[src/rtl/uart_rx_sampler_if.sv]
// Serial-side signal bundle of the UART Rx sampler: raw line in, aligned
// data/strobe pair and frame status out.
interface uart_rx_sampler_if;
    logic serial_in;
    logic serial_out;
    logic data_is_available;
    logic rx_busy;
    logic rx_done;
    logic framing_error;
    logic parity_error;

    modport master (
        output serial_in,
        input  serial_out,
        input  data_is_available,
        input  rx_busy,
        input  rx_done,
        input  framing_error,
        input  parity_error
    );

    modport slave (
        input  serial_in,
        output serial_out,
        output data_is_available,
        output rx_busy,
        output rx_done,
        output framing_error,
        output parity_error
    );
endinterface

[src/rtl/uart_rx_sampler.sv]
// UART Rx front end: synchroniser, start-bit qualification and mid-bit strobe
// timing for a downstream SIPO. Optional even-parity check under RX_PARITY_EN.
module uart_rx_sampler #(
    parameter int INPUT_DATA_WIDTH = 8,
    parameter int CLKS_PER_BIT     = 16
) (
    input  logic               clk,
    input  logic               reset_n,
    uart_rx_sampler_if.slave   rx_if
);

    localparam int TICK_W = $clog2(CLKS_PER_BIT);
    localparam int BIT_W  = $clog2(INPUT_DATA_WIDTH + 1);
    localparam logic [TICK_W-1:0] TICK_HALF = TICK_W'(CLKS_PER_BIT / 2 - 1);
    localparam logic [TICK_W-1:0] TICK_LAST = TICK_W'(CLKS_PER_BIT - 1);
    localparam logic [BIT_W-1:0]  BITS_LAST = BIT_W'(INPUT_DATA_WIDTH - 1);

`ifdef RX_PARITY_EN
    typedef enum logic [2:0] {
        S_IDLE, S_START, S_DATA, S_PARITY, S_STOP, S_WAIT_IDLE
    } state_t;
`else
    typedef enum logic [2:0] {
        S_IDLE, S_START, S_DATA, S_STOP, S_WAIT_IDLE
    } state_t;
`endif

    state_t             r_state;
    state_t             w_state_nxt;
    logic               r_sync1;
    logic               r_sync2;
    logic               r_serial_out;
    logic [TICK_W-1:0]  r_tick;
    logic [TICK_W-1:0]  w_tick_nxt;
    logic [BIT_W-1:0]   r_bits;
    logic [BIT_W-1:0]   w_bits_nxt;
    logic               r_strobe;
    logic               w_strobe_nxt;
    logic               r_done;
    logic               w_done_nxt;
    logic               r_ferr;
    logic               w_ferr_nxt;
    logic               r_busy;
    logic               w_busy_nxt;
    logic               w_rx_s;

`ifdef RX_PARITY_EN
    logic               r_par_acc;
    logic               w_par_acc_nxt;
    logic               r_par_bad;
    logic               w_par_bad_nxt;
    logic               r_perr;
    logic               w_perr_nxt;
`endif

    assign w_rx_s = r_sync2;

    // Two-flop synchroniser plus one alignment flop so serial_out lines up with the strobe
    always_ff @(posedge clk or negedge reset_n) begin
        if (!reset_n) begin
            r_sync1      <= 1'b1;
            r_sync2      <= 1'b1;
            r_serial_out <= 1'b1;
        end else begin
            r_sync1      <= rx_if.serial_in;
            r_sync2      <= r_sync1;
            r_serial_out <= r_sync2;
        end
    end

    always_ff @(posedge clk or negedge reset_n) begin
        if (!reset_n) begin
            r_state  <= S_IDLE;
            r_tick   <= '0;
            r_bits   <= '0;
            r_strobe <= 1'b0;
            r_done   <= 1'b0;
            r_ferr   <= 1'b0;
            r_busy   <= 1'b0;
        end else begin
            r_state  <= w_state_nxt;
            r_tick   <= w_tick_nxt;
            r_bits   <= w_bits_nxt;
            r_strobe <= w_strobe_nxt;
            r_done   <= w_done_nxt;
            r_ferr   <= w_ferr_nxt;
            r_busy   <= w_busy_nxt;
        end
    end

`ifdef RX_PARITY_EN
    always_ff @(posedge clk or negedge reset_n) begin
        if (!reset_n) begin
            r_par_acc <= 1'b0;
            r_par_bad <= 1'b0;
            r_perr    <= 1'b0;
        end else begin
            r_par_acc <= w_par_acc_nxt;
            r_par_bad <= w_par_bad_nxt;
            r_perr    <= w_perr_nxt;
        end
    end
`endif

    always_comb begin
        w_state_nxt  = r_state;
        w_tick_nxt   = r_tick;
        w_bits_nxt   = r_bits;
        w_strobe_nxt = 1'b0;
        w_done_nxt   = 1'b0;
        w_ferr_nxt   = 1'b0;
`ifdef RX_PARITY_EN
        w_par_acc_nxt = r_par_acc;
        w_par_bad_nxt = r_par_bad;
        w_perr_nxt    = 1'b0;
`endif
        case (r_state)
            S_IDLE: begin
                if (!w_rx_s) begin
                    w_state_nxt = S_START;
                    w_tick_nxt  = '0;
                end
            end
            // Start bit must still be low half a bit later, otherwise it was a glitch
            S_START: begin
                if (r_tick == TICK_HALF) begin
                    w_tick_nxt = '0;
                    if (!w_rx_s) begin
                        w_state_nxt = S_DATA;
                        w_bits_nxt  = '0;
`ifdef RX_PARITY_EN
                        w_par_acc_nxt = 1'b0;
                        w_par_bad_nxt = 1'b0;
`endif
                    end else begin
                        w_state_nxt = S_IDLE;
                    end
                end else begin
                    w_tick_nxt = r_tick + TICK_W'(1);
                end
            end
            S_DATA: begin
                if (r_tick == TICK_LAST) begin
                    w_tick_nxt   = '0;
                    w_strobe_nxt = 1'b1;
                    w_bits_nxt   = r_bits + BIT_W'(1);
`ifdef RX_PARITY_EN
                    w_par_acc_nxt = r_par_acc ^ w_rx_s;
                    if (r_bits == BITS_LAST) w_state_nxt = S_PARITY;
`else
                    if (r_bits == BITS_LAST) w_state_nxt = S_STOP;
`endif
                end else begin
                    w_tick_nxt = r_tick + TICK_W'(1);
                end
            end
`ifdef RX_PARITY_EN
            S_PARITY: begin
                if (r_tick == TICK_LAST) begin
                    w_tick_nxt    = '0;
                    w_par_bad_nxt = r_par_acc ^ w_rx_s;
                    w_state_nxt   = S_STOP;
                end else begin
                    w_tick_nxt = r_tick + TICK_W'(1);
                end
            end
`endif
            S_STOP: begin
                if (r_tick == TICK_LAST) begin
                    w_tick_nxt = '0;
`ifdef RX_PARITY_EN
                    w_perr_nxt = r_par_bad;
`endif
                    if (w_rx_s) begin
                        w_done_nxt  = 1'b1;
                        w_state_nxt = S_IDLE;
                    end else begin
                        w_ferr_nxt  = 1'b1;
                        w_state_nxt = S_WAIT_IDLE;
                    end
                end else begin
                    w_tick_nxt = r_tick + TICK_W'(1);
                end
            end
            S_WAIT_IDLE: begin
                if (w_rx_s) w_state_nxt = S_IDLE;
            end
            default: begin
                w_state_nxt = S_IDLE;
                w_tick_nxt  = '0;
            end
        endcase
        w_busy_nxt = (w_state_nxt != S_IDLE);
    end

    assign rx_if.serial_out        = r_serial_out;
    assign rx_if.data_is_available = r_strobe;
    assign rx_if.rx_busy           = r_busy;
    assign rx_if.rx_done           = r_done;
    assign rx_if.framing_error     = r_ferr;
`ifdef RX_PARITY_EN
    assign rx_if.parity_error      = r_perr;
`else
    assign rx_if.parity_error      = 1'b0;
`endif

endmodule
[src/flat_wrapper.sv]
// flat-port wrapper written by rule: the top's interface ports become plain ports
module uart_rx_sampler_flat 
#(
    parameter int INPUT_DATA_WIDTH = 8,
    parameter int CLKS_PER_BIT     = 16
)
  (clk, reset_n, rx_if_serial_in, rx_if_serial_out, rx_if_data_is_available, rx_if_rx_busy, rx_if_rx_done, rx_if_framing_error, rx_if_parity_error);
  uart_rx_sampler_if rx_if_i ();
  input  logic clk;
  input  logic reset_n;
  input wire logic [$bits(rx_if_i.serial_in)-1:0] rx_if_serial_in;
  output wire logic [$bits(rx_if_i.serial_out)-1:0] rx_if_serial_out;
  output wire logic [$bits(rx_if_i.data_is_available)-1:0] rx_if_data_is_available;
  output wire logic [$bits(rx_if_i.rx_busy)-1:0] rx_if_rx_busy;
  output wire logic [$bits(rx_if_i.rx_done)-1:0] rx_if_rx_done;
  output wire logic [$bits(rx_if_i.framing_error)-1:0] rx_if_framing_error;
  output wire logic [$bits(rx_if_i.parity_error)-1:0] rx_if_parity_error;
  assign rx_if_i.serial_in = rx_if_serial_in;
  assign rx_if_serial_out = rx_if_i.serial_out;
  assign rx_if_data_is_available = rx_if_i.data_is_available;
  assign rx_if_rx_busy = rx_if_i.rx_busy;
  assign rx_if_rx_done = rx_if_i.rx_done;
  assign rx_if_framing_error = rx_if_i.framing_error;
  assign rx_if_parity_error = rx_if_i.parity_error;
  uart_rx_sampler #(.INPUT_DATA_WIDTH(INPUT_DATA_WIDTH), .CLKS_PER_BIT(CLKS_PER_BIT)) u_core (.clk(clk), .reset_n(reset_n), .rx_if(rx_if_i));
endmodule
[config.mk]
export PLATFORM = sky130hd
export DESIGN_NAME = uart_rx_sampler_flat
export DESIGN_NICKNAME = d
export VERILOG_FILES = /design/src/rtl/uart_rx_sampler_if.sv /design/src/rtl/uart_rx_sampler.sv /design/src/flat_wrapper.sv
export SDC_FILE = /design/constraint.sdc
export NUM_CORES = 1
export LEC_CHECK = 0
export CELL_PAD_IN_SITES_DETAIL_PLACEMENT = 1
export CELL_PAD_IN_SITES_GLOBAL_PLACEMENT = 1
export CORE_MARGIN = 4
export CORE_UTILIZATION = 37
export CTS_CLUSTER_DIAMETER = 200
export DETAILED_ROUTE_END_ITERATION = 16
export GPL_TIMING_DRIVEN = 0
export HOLD_SLACK_MARGIN = 0.12
export PLACE_DENSITY_LB_ADDON = 0.12
export SKIP_LAST_GASP = 1
export SYNTH_ARGS = -nofsm -noshare
export SYNTH_HDL_FRONTEND = slang
export SYNTH_SLANG_ARGS = --single-unit
[constraint.sdc]
create_clock -name clk -period 3.3 [get_ports clk]
set_input_delay 0.66 -clock clk [delete_from_list [all_inputs] [get_ports clk]]
set_output_delay 0.66 -clock clk [all_outputs]
set_load 0.01 [all_outputs]
==> run metrics <==
area grow syn2layout 14.2%; WL final 1.89 mm; Post-Synthesis Mean Instance Area 11.0 sq um; deepest clock path buffer count 2; core area 2450 sq um; wire per inst 14.9 um; drt via density 5.30; layout cells sized above 1 20.6%; GR Layer Usage met3 2.85%; vias in the first global route 716; Yosys top cell area share 39.7%; drt first pass iters 4; Hold WC Path Type reg -> reg; Max FO, Critical Path 1; Final GP Congestion 0.723; first-pass GRT wire length 3.47 mm; Mapped Cells 86; leakage 0.451 nW; sequential area share after synthesis 48.1%; Total Routing Usage GR 13.4%; postcts setup bufs 0; Critical Path RT 2.64 ns; Post-Syn Area 945 sq um; setup ws final 1.31 ns; worst slack at placement 1.51 ns; final net count 103; hold-fix buffers at CTS 0; CP max-delay cell dfstp_2; Die X-Extent 58.5 um; largest stage delay on the critical path 0.53 ns; Initial Util 38.5%; critical path type reg -> out; fin crit period 1.99 ns; outcome finished, final reports clean; Die Span Y 58.5 um; initial antenna violation count 0; initial DRC count 11; largest net degree at the start of global routing 19; final number of setup-violating endpoints 0; io pins 9; met1 Use GR 18.4%; gr ovfl total 0; Rows 18; clock transition at the registers of the reported paths 0.09 ns; Antenna Cells 0; CTS tree built; VDD IR-drop max 0.333 mV; CTS HTree Levels 1; post-synth top area cell dfrtp_1; met2 Track Usage GR 20.6%; Power Density 690 nW/um^2; Synth Register Bits 18; top cells by area, synth dfrtp_1 40%, dfstp_2 8.3%, buf_6 4.8%, o21ai_0 3.2%, ha_1 2.6%; count leader, synth dfrtp_1; CP bufs+invs 1; Final Hold Viols 0; Post-CTS Resized 0; yosys warns 0; fill count 279; Die ar. 3430 sq um; fmax 503 MHz; Post-synth top cells 15 x dfrtp_1, 6 x nor2_1, 6 x o21ai_0; Synthesized Nets 91; DRC viols 0; Setup crit end kind output port; startpoint types flip-flop; Setup TNS 0 ns; I/O Buffers 7; unrepaired setup endpoints after global routing false; busiest grt layer met2; Top FF cell, synth dfrtp_1; CP Data Arrival Time 1.33 ns; Slew Limit Fails 0; antenna viol nets, final 0; Max-cap violations 0; slew at the pin closest to its max-slew limit 0.816 ns; Clk Latency, worst-skew pair 0.29 ns; CP Cell Sequence clkdlybuf4s50_1; worst hold margin 0.360 ns; relative slew slack 45.4%; cts bufs inserted 3; number of flops mapped to enable cells by yosys 0; Vias 673; ys async rst share 100%; skew final 0.0104 ns; Final Cycle Share 60.2%; Synth cell types 40; half-perimeter wire length after placement 1.40 mm; CTS root buffer clkbuf_4; CP delay by family, top flip-flops; Clock Sinks 18
[cell families (layout without fill, tap and decap cells)]
kind of cell | after synthesis | in the layout | synth area share [%]
adder cells (fa/ha/maj) | 2 | 2 | 2.65
flip-flops | 18 | 18 | 48.1
XOR/XNOR | 2 | 2 | 1.85
AND/OR/NAND/NOR | 31 | 31 | 21.6
AO/OA/AOI/OAI | 22 | 22 | 16.7
other | 1 | 1 | 0.397
buffers and inverters | 9 | 20 | 7.55
multiplexers | 1 | 1 | 1.19
[path summary, 6_finish.rpt]
kind	slack [ns]	end	cells after the start	startpoint
max	1.31	rx_if_serial_out	1	u_core.rx_if.serial_out
min	0.36	u_core.r_sync2	0	u_core.r_sync1
max reg2reg	1.51	u_core.rx_if.rx_busy	5	u_core.r_tick[0]
min reg2reg	0.36	u_core.r_sync2	0	u_core.r_sync1
max in group asynchronous	1.95	u_core.r_tick[1]	1	reset_n
min in group asynchronous	0.83	u_core.r_bits[1]	1	reset_n
[flip-flops by register name, summed over array words and instances (netlist names)]
signal,count
u_core.r_bits,4
u_core.r_state,3
u_core.r_sync1,1
u_core.r_sync2,1
u_core.r_tick,4
u_core.rx_if.data_is_available,1
u_core.rx_if.framing_error,1
u_core.rx_if.rx_busy,1
u_core.rx_if.rx_done,1
u_core.rx_if.serial_out,1
[worst register-to-register path, cell delays in order (launching register included)]
cell and delay (ns):
dfrtp_1 0.42, ha_1 0.30, nand2_1 0.25, nor4_1 0.09
or3_4 0.34, a311o_1 0.28
[placed cells by master, fill, tap and decap left out, types with 2 or more instances in the layout]
cell and instances:
a21oi_1 3, a22o_1 2, buf_4 2, buf_6 4
clkbuf_4 3, clkdlybuf4s50_1 7, dfrtp_1 15, dfstp_2 3
ha_1 2, inv_1 3, nand2_1 5, nand3_1 4
nand3b_1 2, nor2_1 6, nor3_1 2, o21ai_0 6
o31ai_1 2
[metal layers]
metal	vias up	wire length (um)
met4	0	18
met3	2	71
met1	329	929
met2	7	866
met5	-	0
li1	335	-
[final cells by class]
cell class              instances  area [sq um]  share of cell area, %
clock buffers                   4          26.3                   2.44
well taps                      30          37.5                   3.48
plain buffers                   6          60.1                   5.57
repair buffers                  7          70.1                   6.50
inverters                       3          11.3                   1.04
flip-flops and latches         18           454                   42.1
multi-input cells              59           419                   38.9
[power breakdown]
| group | total, mW | internal, mW | switching (mW) | leakage, nW |
|---|---|---|---|---|
| combinational | 0.327 | 0.158 | 0.169 | 0.213 |
| sequential | 0.306 | 0.268 | 0.0375 | 0.223 |
| clock | 0.112 | 0.0468 | 0.0649 | 0.0150 |
[through the flow]
step                      total power [mW]  area [sq um]  cells  utilization [%]
final                                0.745          1080    127             43.9
after detailed placement             0.640          1050    123             42.9
after floorplan                      0.562           945     86                -
after CTS                            0.756          1080    127             43.9
after global placement               0.631          1050    123             42.9
after global routing                 0.814          1080    127             43.9
Note: power is estimated with default switching activity, not from simulation.
